## src/rtl/uart_rx.sv

```systemverilog
`default_nettype none
// ============================================================================
//  Module      : uart_rx
//  Description : Oversampled UART receiver with 2-flop line synchronizer,
//                centre-of-bit sampling, done and framing-error pulses.
//  Revision    : 1.0 - initial release
// ============================================================================
module uart_rx #(
    parameter int NB_DATA = 8,
    parameter int SB_TICK = 16,
    parameter int NB_TICK = 16
) (
    input  logic               clk,
    input  logic               i_rst,
    input  logic               i_tick,
    input  logic               i_rx,
    output logic [NB_DATA-1:0] o_data,
    output logic               o_rxDone,
    output logic               o_frame_err,
    output logic               o_busy
);

    localparam int c_TICK_MAX = (NB_TICK > SB_TICK) ? NB_TICK : SB_TICK;
    localparam int c_TICK_W   = $clog2(c_TICK_MAX);
    localparam int c_BIT_W    = $clog2(NB_DATA) + 1;

    localparam logic [c_TICK_W-1:0] c_HALF_TICK = c_TICK_W'(NB_TICK / 2 - 1);
    localparam logic [c_TICK_W-1:0] c_DATA_TICK = c_TICK_W'(NB_TICK - 1);
    localparam logic [c_TICK_W-1:0] c_STOP_TICK = c_TICK_W'(SB_TICK - 1);
    localparam logic [c_BIT_W-1:0]  c_LAST_BIT  = c_BIT_W'(NB_DATA - 1);

    typedef enum logic [1:0] {
        IDLE  = 2'd0,
        START = 2'd1,
        DATA  = 2'd2,
        STOP  = 2'd3
    } state_t;

    state_t               r_state;
    state_t               w_state_next;
    logic                 r_sync1;
    logic                 r_sync2;
    logic                 w_line;
    logic [c_TICK_W-1:0]  r_tick_cnt;
    logic [c_TICK_W-1:0]  w_tick_cnt_next;
    logic [c_BIT_W-1:0]   r_bit_cnt;
    logic [c_BIT_W-1:0]   w_bit_cnt_next;
    logic [NB_DATA-1:0]   r_shift;
    logic [NB_DATA-1:0]   w_shift_next;
    logic [NB_DATA-1:0]   r_data;
    logic                 r_rx_done;
    logic                 r_frame_err;
    logic                 w_done;
    logic                 w_ferr;

    assign w_line = r_sync2;

    always_comb begin
        w_state_next    = r_state;
        w_tick_cnt_next = r_tick_cnt;
        w_bit_cnt_next  = r_bit_cnt;
        w_shift_next    = r_shift;
        w_done          = 1'b0;
        w_ferr          = 1'b0;
        case (r_state)
            IDLE: begin
                // Start detection is tick-independent so back-to-back frames lose no cycle
                if (!w_line) begin
                    w_state_next    = START;
                    w_tick_cnt_next = '0;
                    w_bit_cnt_next  = '0;
                end
            end
            START: begin
                if (i_tick) begin
                    if (r_tick_cnt == c_HALF_TICK) begin
                        w_tick_cnt_next = '0;
                        w_state_next    = w_line ? IDLE : DATA;
                    end else begin
                        w_tick_cnt_next = r_tick_cnt + 1'b1;
                    end
                end
            end
            DATA: begin
                if (i_tick) begin
                    if (r_tick_cnt == c_DATA_TICK) begin
                        w_tick_cnt_next = '0;
                        w_shift_next    = {w_line, r_shift[NB_DATA-1:1]};
                        w_bit_cnt_next  = r_bit_cnt + 1'b1;
                        if (r_bit_cnt == c_LAST_BIT) begin
                            w_state_next = STOP;
                        end
                    end else begin
                        w_tick_cnt_next = r_tick_cnt + 1'b1;
                    end
                end
            end
            STOP: begin
                if (i_tick) begin
                    if (r_tick_cnt == c_STOP_TICK) begin
                        w_tick_cnt_next = '0;
                        w_state_next    = IDLE;
                        w_done          = w_line;
                        w_ferr          = ~w_line;
                    end else begin
                        w_tick_cnt_next = r_tick_cnt + 1'b1;
                    end
                end
            end
            default: begin
                w_state_next    = IDLE;
                w_tick_cnt_next = '0;
            end
        endcase
    end

    always_ff @(posedge clk) begin
        if (i_rst) begin
            r_sync1     <= 1'b1;
            r_sync2     <= 1'b1;
            r_state     <= IDLE;
            r_tick_cnt  <= '0;
            r_bit_cnt   <= '0;
            r_shift     <= '0;
            r_data      <= '0;
            r_rx_done   <= 1'b0;
            r_frame_err <= 1'b0;
        end else begin
            r_sync1     <= i_rx;
            r_sync2     <= r_sync1;
            r_state     <= w_state_next;
            r_tick_cnt  <= w_tick_cnt_next;
            r_bit_cnt   <= w_bit_cnt_next;
            r_shift     <= w_shift_next;
            r_rx_done   <= w_done;
            r_frame_err <= w_ferr;
            if (w_done) begin
                r_data <= r_shift;
            end
        end
    end

    assign o_data      = r_data;
    assign o_rxDone    = r_rx_done;
    assign o_frame_err = r_frame_err;
    assign o_busy      = (r_state != IDLE);

endmodule
`default_nettype wire

```

## config.mk

```make
export PLATFORM = sky130hd
export DESIGN_NAME = uart_rx
export DESIGN_NICKNAME = d
export VERILOG_FILES = /design/src/rtl/uart_rx.sv
export SDC_FILE = /design/constraint.sdc
export NUM_CORES = 1
export LEC_CHECK = 0
export ABC_AREA = 1
export CORE_MARGIN = 4
export CORE_UTILIZATION = 54
export CTS_CLUSTER_SIZE = 30
export DETAILED_ROUTE_END_ITERATION = 12
export PLACE_DENSITY = 0.77
export SYNTH_ARGS = -nofsm -noshare
export SYNTH_HDL_FRONTEND = slang
export SYNTH_SLANG_ARGS = --single-unit
```

## constraint.sdc

```tcl
create_clock -name clk -period 1.5 [get_ports clk]
set_input_delay 0.15 -clock clk [delete_from_list [all_inputs] [get_ports clk]]
set_output_delay 0.15 -clock clk [all_outputs]
set_load 0.005 [all_outputs]
```

==> reports/qor.log, run 1 <==
INFO  clock_network  ctsRootBufferMaster=sky130_fd_sc_hd__clkbuf_4
INFO  route          drt.antenna.violating_nets=0
INFO  sta            finalHoldViolCount=0
INFO  synthesis      synth.ff_latch_count=30
INFO  route          firstDrtPassIters=5
INFO  finish         area_delta_synth_final=30.4%
INFO  placed_design  place_worst_setup_slack=-0.0375ns
INFO  sta            max-slew-margin-rel=68.3%
INFO  synthesis      syn_inst=191
INFO  worst_setup_path cp_data_required_time=1.77ns
INFO  placed_design  detailed_place_hpwl=2030µm
INFO  worst_setup_path r2r-start=r_state[0]
INFO  synthesis      yosys.cell_types.count=23
INFO  placed_design  placedCellCount=233
INFO  clock_network  ctsHtreeMaxLevel=2
INFO  global_route   grt_antenna_before_repair=0
INFO  global_route   via_count_of_the_first_global_routing_pass=1258
INFO  sta            fmaxAchievable=690MHz
INFO  finish         final_common_cell=sky130_fd_sc_hd__nand2_1
INFO  worst_setup_path criticalPathCategory=flop to flop
INFO  clock_network  tritoncts.num_buffers=5
INFO  finish         final_cells=249
INFO  route          vias=1320
INFO  synthesis      synth-edff-count=0
INFO  worst_setup_path r2r_slack=0.05ns
INFO  worst_setup_path ff2ff_path_depth=9
INFO  worst_setup_path crit_path_start_kind=flop
INFO  sta            final-max-slew-violation-count=0
INFO  sta            clock-skew-final=0.0106ns
INFO  worst_hold_path min_to=r_sync1
INFO  sta            timing.final.crit_share=96.6%
INFO  worst_setup_path crit_fanout=8
INFO  floorplan      die_w=58.6µm
INFO  pwr            power_density=990nW/µm²
INFO  placed_design  portBuffers=14
INFO  run_status     status=finished, final reports clean
INFO  floorplan      rows=18
INFO  finish         final_nets=224
INFO  worst_setup_path timing.critical_path.slowest_cell_delay=0.35ns
INFO  synthesis      yosys_warnings=0
INFO  clock_network  max-clock-path-buffers=2
INFO  floorplan      i_o_pins=15
INFO  worst_setup_path endpoint_kind=flop
INFO  placed_design  postPlaceCellArea=1570µm²
INFO  route          detail_route.vias_per_cell=5.30
INFO  global_route   grt_max_degree=18
INFO  route          post_drt_wl_per_cell=13.1µm
INFO  finish         layout-drive-gt1-share=19.6%
INFO  global_route   globalRouteOverflowTotal=0
INFO  sta            worst-slew-pin-transition=0.475ns
INFO  sta            final_period_minus_worst_setup_slack=1.45ns
INFO  floorplan      effective_utilization_at_floorplan=56.2%
INFO  clock_network  tritoncts=yes
INFO  worst_setup_path r2r_end=r_state[0]
INFO  sta            setup_viol_count_final=0
INFO  synthesis      mappedNetlistArea=1380µm²
INFO  finish         final.fill_count=204
INFO  synthesis      synth_fp_nets=197
INFO  route          route.detailed.drc=0
INFO  placed_design  globalplace.congestion=0.822
INFO  pwr            vdd_drop_max=0.000931V
INFO  worst_hold_path min_path_cells=2
INFO  synthesis      synth_sequential_area_ratio=43.5%
INFO  synthesis      postSynth.asyncResetShare=0%
INFO  route          drt_iter0_markers=45
INFO  sta            hold_ws=0.398ns
INFO  worst_hold_path worst_hold_startpoint=i_rx
INFO  floorplan      core_area=2450µm²
INFO  worst_hold_path holdCritPathClass=input port to flop
INFO  finish         antenna-diode-count=0
INFO  synthesis      synth-main-ff-cell=sky130_fd_sc_hd__dfxtp_1
INFO  finish         final_cell_mix=sky130_fd_sc_hd__nand2_1, sky130_fd_sc_hd__nor2_1, sky130_fd_sc_hd__dfxtp_1
INFO  worst_setup_path timing.critical_path.cells=buf_4 > buf_4 > nor2_4 > nand2_2 > nand2_1 > nor2_1 > nand3_1 > nand2_1 > nor2_1
INFO  clock_network  path_clk_slew=0.10ns
INFO  clock_network  ctsHoldBuffers=0
INFO  route          finalWirelength=3250µm
INFO  pwr            p_total=1.78mW
INFO  flow_run       max-cap-violations=0
INFO  floorplan      floorplan.die_area=3430µm²
INFO  sta            fin_ws=0.0504ns
INFO  clock_network  clock_insertion_delay_worst_skew=0.33ns
INFO  worst_setup_path data_arrival_critical_path=1.72ns
INFO  clock_network  clkSinkCount=30
INFO  worst_setup_path cp_slowest_cell=sky130_fd_sc_hd__dfxtp_4
INFO  pwr            p_leak=0.796nW
INFO  global_route   gr-usage-all-layers=19.6%
INFO  floorplan      die_boundary_height=58.6µm
INFO  synthesis      synth.avg_cell_area=7.23µm²
INFO  finish         post_route_standard_cell_area_excluding_fillers=1800µm²
INFO  global_route   wire_length_of_the_first_global_routing_pass=5150µm
## cell families after synthesis
family / Yosys count / share of synthesized area [%]
AOI/OAI and AO/OA: 17 / 6.35
xor gates and xnor gates: 1 / 0.635
adders and majority gates: 2 / 1.81
buffers and inverters: 27 / 9.52
DFF: 30 / 43.5
and+or+nand+nor: 114 / 38.2
## critical path, delay by kind of cell, from the launching register on
| family | cells | cell delay [ns] |
|---|---|---|
| simple gates | 7 | 0.72 |
| buf+inv | 2 | 0.32 |
| flops | 1 | 0.35 |
## final cells by class
| cell class | count | area (µm²) | area share, % |
|---|---|---|---|
| inverter | 19 | 71.3 | 3.96 |
| tap | 30 | 37.5 | 2.09 |
| sequential | 30 | 613 | 34.1 |
| multi-input combinational | 135 | 704 | 39.2 |
| timing repair buffer | 27 | 262 | 14.5 |
| clock inverter | 2 | 60.1 | 3.34 |
| clock buffer | 6 | 51.3 | 2.85 |
## worst max-delay path by stage
stage                        startpoint            to  slack (ns)  cells after the start
after global placement           i_tick  r_bit_cnt[3]        0.01                      9
after CTS                 r_tick_cnt[0]  r_bit_cnt[3]       0.007                     10
after detailed placement         i_tick     o_data[5]       -0.04                      6
final                        r_state[0]    r_state[0]        0.05                      9
after global routing      r_tick_cnt[0]     o_data[1]       -0.02                      7
after floorplan           r_tick_cnt[0]  r_bit_cnt[3]        0.14                      9
## where the power goes
group	switching, mW	internal (mW)
clock	0.286	0.565
combinational	0.0768	0.0479
sequential	0.00663	0.800
total	0.369	1.41
## state kept, by name, indices dropped and copies added (netlist names), named ones only
name,cells
o_rxDone,1
r_sync2,1
r_state,1
r_tick_cnt,4
r_bit_cnt,4
o_frame_err,1
o_data,8
r_sync1,1
r_shift,8
## repair_timing
action,CTS,global route
cloned,0,1
setup endpoints to repair,8,15
gates resized for setup,9,10
setup buffers,2,5
pin swaps,2,7
hold endpoints to repair,0,0
## metrics by stage
step / setup TNS, ns / utilization, %
4_1_cts: 0 / 69.9
2_1_floorplan: 0 / -
5_1_grt: -0.0614 / 73.3
3_5_place_dp: -0.0936 / 63.9
6_report: 0 / 73.3
3_3_place_gp: 0 / 63.9
## synth_stat cells, types with 2 or more instances
cell type	n	share of area [%]
sky130_fd_sc_hd__ha_1	2	1.8
sky130_fd_sc_hd__o21ai_0	3	1.1
sky130_fd_sc_hd__or2_2	2	0.91
sky130_fd_sc_hd__dfxtp_1	30	44
sky130_fd_sc_hd__nor2_1	30	8.2
sky130_fd_sc_hd__nor3_1	2	0.73
sky130_fd_sc_hd__nand3_1	19	6.9
sky130_fd_sc_hd__nand2_1	53	14
sky130_fd_sc_hd__buf_4	3	1.6
sky130_fd_sc_hd__nor2_4	2	1.6
sky130_fd_sc_hd__clkbuf_1	3	0.82
sky130_fd_sc_hd__a21oi_1	13	4.7
sky130_fd_sc_hd__inv_1	19	5.2
## metal layers
layer  GRT usage, %  routed length [µm]
met1           22.3                1440
met2           32.1                1600
met3           6.58                 154
met4           11.3                  60
met5              0                   0
No activity file was read; power rests on OpenSTA's default activity.
==> run 2, diff against run 1 <==
RECOVER_POWER = 25   (was unset)
clock period = 1.6 ns   (was 1.5 ns; I/O delays follow)
==> reports/qor.log, run 2 (same netlist as run 1, synthesis figures left out) <==
INFO  worst_setup_path r2r_slack=0.12ns [+0.07 ns]
INFO  clock_network  tritoncts=yes
INFO  worst_setup_path data_arrival_critical_path=1.73ns [about the same]
INFO  floorplan      i_o_pins=15 [unchanged]
INFO  clock_network  ctsRootBufferMaster=sky130_fd_sc_hd__clkbuf_4
INFO  pwr            p_leak=0.739nW [-7.1%]
INFO  global_route   grt_antenna_before_repair=0 [unchanged]
INFO  floorplan      die_w=58.6µm [unchanged]
INFO  finish         area_delta_synth_final=18.6%
INFO  sta            finalHoldViolCount=0 [unchanged]
INFO  global_route   grt_max_degree=18 [unchanged]
INFO  clock_network  path_clk_slew=0.09ns [about the same]
INFO  global_route   globalRouteOverflowTotal=0 [unchanged]
INFO  floorplan      effective_utilization_at_floorplan=56.2% [unchanged]
INFO  placed_design  detailed_place_hpwl=1960µm [-3.5%]
INFO  flow_run       max-cap-violations=0 [unchanged]
INFO  worst_setup_path ff2ff_path_depth=8 [-1]
INFO  pwr            vdd_drop_max=0.000792V [-15%]
INFO  sta            fin_ws=0.123ns [+0.0729 ns]
INFO  route          firstDrtPassIters=4 [-1]
INFO  clock_network  max-clock-path-buffers=2 [unchanged]
INFO  sta            fmaxAchievable=677MHz [-1.8%]
INFO  pwr            power_density=810nW/µm² [-18%]
INFO  finish         antenna-diode-count=0 [unchanged]
INFO  floorplan      floorplan.die_area=3430µm² [unchanged]
INFO  worst_setup_path r2r-start=r_tick_cnt[0]
INFO  sta            worst-slew-pin-transition=0.681ns [+0.206 ns]
INFO  sta            hold_ws=0.398ns [-0.000243 ns]
INFO  placed_design  globalplace.congestion=0.806 [-2.0%]
INFO  global_route   via_count_of_the_first_global_routing_pass=1165 [-7.4%]
INFO  clock_network  tritoncts.num_buffers=5 [unchanged]
INFO  route          vias=1250 [-5.3%]
INFO  worst_setup_path crit_fanout=10 [+2]
INFO  sta            timing.final.crit_share=92.3% [-4.3 points]
INFO  route          drt_iter0_markers=49 [+8.9%]
INFO  floorplan      rows=18 [unchanged]
INFO  worst_setup_path endpoint_kind=flop
INFO  route          drt.antenna.violating_nets=0 [unchanged]
INFO  route          post_drt_wl_per_cell=12.0µm [-8.5%]
INFO  route          route.detailed.drc=0 [unchanged]
INFO  worst_setup_path r2r_end=r_bit_cnt[1]
INFO  worst_hold_path min_path_cells=2 [unchanged]
INFO  finish         final_cell_mix=sky130_fd_sc_hd__nand2_1, sky130_fd_sc_hd__nor2_1, sky130_fd_sc_hd__dfxtp_1
INFO  sta            final_period_minus_worst_setup_slack=1.48ns [+0.0271 ns]
INFO  sta            max-slew-margin-rel=54.6% [-14 points]
INFO  finish         final_common_cell=sky130_fd_sc_hd__nand2_1
INFO  clock_network  clkSinkCount=30 [unchanged]
INFO  sta            final-max-slew-violation-count=0 [unchanged]
INFO  worst_setup_path crit_path_start_kind=flop
INFO  sta            clock-skew-final=0.00611ns [-0.00448 ns]
INFO  worst_hold_path min_to=r_sync1
INFO  worst_hold_path worst_hold_startpoint=i_rx
INFO  placed_design  portBuffers=14 [unchanged]
INFO  finish         layout-drive-gt1-share=12.7% [-6.9 points]
INFO  worst_hold_path holdCritPathClass=input port to flop
INFO  clock_network  ctsHtreeMaxLevel=2 [unchanged]
INFO  sta            setup_viol_count_final=0 [unchanged]
INFO  worst_setup_path cp_data_required_time=1.85ns [+0.08 ns]
INFO  route          detail_route.vias_per_cell=5.17 [-2.6%]
INFO  finish         final_nets=217 [-3.1%]
INFO  sta            fin_setup_tns=0ns [unchanged]
INFO  floorplan      core_area=2450µm² [unchanged]
INFO  placed_design  place_worst_setup_slack=0.0715ns [+0.109 ns]
INFO  clock_network  ctsHoldBuffers=0 [unchanged]
INFO  route          finalWirelength=2890µm [-11%]
INFO  clock_network  clock_insertion_delay_worst_skew=0.33ns [about the same]
INFO  run_status     status=finished, final reports clean
INFO  sta            rsz0062_at_grt=false
INFO  pwr            p_total=1.33mW [-26%]
INFO  floorplan      die_boundary_height=58.6µm [unchanged]
INFO  global_route   wire_length_of_the_first_global_routing_pass=4850µm [-5.8%]
INFO  global_route   gr-usage-all-layers=18.7% [-0.90 points]
INFO  worst_setup_path criticalPathCategory=flop to flop
[run 2: cell count changes in the layout (fill, tap and decap cells not counted), moves of 2 or more]
cell                              before  now
sky130_fd_sc_hd__buf_4                11    4
sky130_fd_sc_hd__clkdlybuf4s50_1      13    8
sky130_fd_sc_hd__dlygate4sd3_1         0    5
sky130_fd_sc_hd__nand2_1              48   53
sky130_fd_sc_hd__nand2_2               6    1
sky130_fd_sc_hd__dfxtp_4               3    0
sky130_fd_sc_hd__bufinv_16             2    0
sky130_fd_sc_hd__dfxtp_1              26   28
[run 2: per-stage QoR]
stage                     util (%)  instances  instance area, µm²
after CTS                     65.4        239                1610
after floorplan                  -        191                1380
after detailed placement      62.7        231                1540
final                         66.7        242                1640
after global placement        62.7        231                1540
after global routing          66.7        242                1640
[run 2: final cells by class]
cell class / instances / area, µm²
flip-flops and latches: 30 / 603
fillers: 218 / 818
repair buffers: 21 / 200
clock buffers: 6 / 51.3
inverters: 19 / 71.3
clock inverters: 2 / 12.5
well taps: 30 / 37.5
multi-input cells: 134 / 661
[run 2: timing repair]
item | in CTS | in global routing
setup endpoints to repair | 1 | 12
pin swaps | 0 | 2
gates resized for setup | 3 | 4
setup buffers | 0 | 3
[run 2: worst max-delay path: stages (launching register included)]
cell,delay (ns)
sky130_fd_sc_hd__dfxtp_2,0.39
sky130_fd_sc_hd__ha_4,0.16
sky130_fd_sc_hd__nand3_2,0.12
sky130_fd_sc_hd__nor2_4,0.19
sky130_fd_sc_hd__buf_12,0.15
sky130_fd_sc_hd__nand2_8,0.07
sky130_fd_sc_hd__nand2_4,0.10
sky130_fd_sc_hd__nand3_1,0.08
sky130_fd_sc_hd__a21oi_1,0.13
[run 2: worst max path at each step]
stage	from	endpoint	slack, ns	depth (start not counted)
after floorplan	r_tick_cnt[0]	r_bit_cnt[3]	0.24	9
after global placement	i_tick	r_bit_cnt[3]	0.11	9
after detailed placement	r_tick_cnt[0]	r_bit_cnt[3]	0.07	9
after CTS	r_tick_cnt[0]	r_bit_cnt[3]	0.05	9
after global routing	r_tick_cnt[0]	r_bit_cnt[3]	0.03	9
final	r_tick_cnt[0]	r_bit_cnt[1]	0.12	8
[run 2: where the power goes]
part	switching [mW]	internal [mW]	total (mW)
registers	0.00920	0.753	0.762
clock network	0.265	0.211	0.476
logic	0.0576	0.0304	0.0881
total	0.332	0.994	1.33
[run 2: per-layer routing]
layer	part of all wire (%)	vias to the layer above	global-route usage, %
li1	-	636	-
met1	43	579	20.5
met2	49	30	31.6
met3	5.3	5	7.02
met4	1.7	0	9.27
met5	0	-	0
==> run 3, diff against run 2 <==
CORE_UTILIZATION = 58   (was 54)
CTS_CLUSTER_DIAMETER = 150   (was unset)
PLACE_DENSITY = 0.82   (was 0.77)
clock period = 1.8 ns   (was 1.6 ns; I/O delays follow)
==> reports/qor.log, run 3 (same netlist as run 1, synthesis figures left out) <==
INFO  global_route   gr-usage-all-layers=17.7% [-1.1 points]
INFO  sta            hold_ws=0.417ns [+0.0188 ns]
INFO  worst_setup_path timing.critical_path.slowest_cell_delay=0.50ns [+0.11 ns]
INFO  floorplan      effective_utilization_at_floorplan=61.8% [+5.6 points]
INFO  clock_network  clock_insertion_delay_worst_skew=0.33ns [about the same]
INFO  worst_setup_path cp_slowest_cell=sky130_fd_sc_hd__clkdlybuf4s50_1
INFO  worst_hold_path worst_hold_startpoint=i_rx
INFO  floorplan      i_o_pins=15 [unchanged]
INFO  global_route   grt_antenna_before_repair=0 [unchanged]
INFO  sta            final-max-slew-violation-count=0 [unchanged]
INFO  route          route.detailed.drc=0 [unchanged]
INFO  sta            worst-slew-pin-transition=0.646ns [-0.0351 ns]
INFO  run_status     status=finished, final reports clean
INFO  flow_run       max-cap-violations=0 [unchanged]
INFO  global_route   via_count_of_the_first_global_routing_pass=1023 [-12%]
INFO  clock_network  post-cts-setup-buffers=0 [unchanged]
INFO  placed_design  portBuffers=14 [unchanged]
INFO  worst_setup_path cp_data_required_time=1.62ns [-0.23 ns]
INFO  finish         final_cell_mix=sky130_fd_sc_hd__nand2_1, sky130_fd_sc_hd__nor2_1, sky130_fd_sc_hd__dfxtp_1
INFO  worst_hold_path holdCritPathClass=input port to flop
INFO  sta            timing.final.crit_share=89.6%
INFO  sta            setup_viol_count_final=0 [unchanged]
INFO  finish         post_route_standard_cell_area_excluding_fillers=1590µm² [-2.8%]
INFO  finish         layout-drive-gt1-share=10.5% [-2.3 points]
INFO  clock_network  ctsHtreeMaxLevel=2 [unchanged]
INFO  worst_setup_path crit_path_start_kind=flop
INFO  finish         final_common_cell=sky130_fd_sc_hd__nand2_1
INFO  clock_network  ctsHoldBuffers=0 [unchanged]
INFO  route          finalWirelength=2540µm [-12%]
INFO  placed_design  detailed_place_hpwl=1820µm [-7.1%]
INFO  clock_network  clkSinkCount=30 [unchanged]
INFO  route          drt.antenna.violating_nets=0 [unchanged]
INFO  global_route   globalRouteOverflowTotal=0 [unchanged]
INFO  worst_setup_path data_arrival_critical_path=1.43ns [-0.30 ns]
INFO  placed_design  place_worst_setup_slack=0.179ns [+0.107 ns]
INFO  floorplan      core_area=2230µm² [-9.0%]
INFO  floorplan      die_w=56.8µm [-3.0%]
INFO  finish         antenna-diode-count=0 [unchanged]
INFO  pwr            vdd_drop_max=0.000744V [-6.0%]
INFO  global_route   grt_max_degree=18 [unchanged]
INFO  worst_setup_path criticalPathCategory=flop to primary output
INFO  route          post_drt_wl_per_cell=10.7µm [-11%]
INFO  pwr            p_leak=0.721nW [-2.5%]
INFO  clock_network  tritoncts.num_buffers=5 [unchanged]
INFO  global_route   wire_length_of_the_first_global_routing_pass=4380µm [-9.7%]
INFO  sta            max-slew-margin-rel=56.9% [+2.3 points]
INFO  floorplan      floorplan.die_area=3220µm² [-6.0%]
INFO  clock_network  path_clk_slew=0.09ns [about the same]
INFO  placed_design  postPlaceCellArea=1530µm² [-0.49%]
INFO  worst_setup_path crit_fanout=8 [-2]
INFO  sta            final_period_minus_worst_setup_slack=1.61ns
INFO  floorplan      rows=17 [-1]
INFO  worst_setup_path endpoint_kind=primary output
INFO  sta            finalHoldViolCount=0 [unchanged]
INFO  sta            fmaxAchievable=620MHz
INFO  route          drt_iter0_markers=33 [-33%]
INFO  worst_setup_path r2r_slack=0.19ns [+0.06 ns]
INFO  pwr            power_density=741nW/µm² [-8.5%]
INFO  worst_setup_path cp-startpoint=r_state[0]
INFO  sta            clock-skew-final=0.00996ns [+0.00385 ns]
INFO  worst_setup_path timing.critical_path.cells=inv_1 > nand2_1 > clkdlybuf4s50_1
INFO  clock_network  max-clock-path-buffers=2 [unchanged]
INFO  clock_network  tritoncts=yes
INFO  worst_setup_path r2r-start=r_tick_cnt[0]
INFO  finish         final_nets=215 [-0.92%]
INFO  sta            fin_ws=0.187ns [+0.0641 ns]
INFO  route          vias=1187 [-5.0%]
INFO  finish         final_core_utilization=71.2% [+4.5 points]
INFO  placed_design  globalplace.congestion=0.829 [+2.8%]
INFO  finish         final.fill_count=191 [-12%]
INFO  route          detail_route.vias_per_cell=4.99 [-3.4%]
INFO  clock_network  ctsRootBufferMaster=sky130_fd_sc_hd__clkbuf_4
INFO  floorplan      die_boundary_height=56.8µm [-3.0%]
INFO  sta            fin_setup_tns=0ns [unchanged]
INFO  sta            rsz0062_at_grt=false
INFO  finish         area_delta_synth_final=15.2%
INFO  clock_network  ctsResizeCount=0 [-3]
INFO  route          firstDrtPassIters=4 [unchanged]
[run 3: final cells by class]
class                           instances  area, µm²  area share, %
Timing Repair Buffer                   19        170           10.7
Inverter                               19       71.3           4.48
Clock inverter                          2       12.5          0.787
Clock buffer                            6       51.3           3.23
Multi-Input combinational cell        134        648           40.8
Sequential cell                        30        602           37.8
Tap cell                               28       35.0           2.20
[run 3: where the power goes]
part / switching [mW] / internal [mW] / total, mW
combinational: 0.0458 / 0.0283 / 0.0741
clock: 0.238 / 0.188 / 0.426
sequential: 0.00904 / 0.670 / 0.679
[run 3: metal layers]
layer  part of all wire, %  GRT usage (%)  up-vias
li1                      -              -      640
met1                    45           21.8      520
met2                    47           27.4       21
met3                   4.8           5.52        6
met4                   2.6           8.94        0
met5                     0              0        -
[run 3: worst paths after layout]
kind / to / cells past startpoint
setup / recovery: o_busy / 3
hold / removal: r_sync1 / 2
setup reg to reg: o_data[6] / 7
hold reg to reg: r_sync2 / 1
[run 3: per-stage QoR]
step / cells / power, mW
floorplan: 191 / 0.745
global placement: 230 / 0.767
detailed placement: 230 / 0.769
CTS: 238 / 1.19
global route: 238 / 1.23
finish: 238 / 1.18
[run 3: critical path, delay by kind of cell, from the launching register on]
family | cells | cell delay, ns
flip-flops | 1 | 0.43
AND/OR/NAND/NOR | 1 | 0.08
buffers and inverters | 2 | 0.60
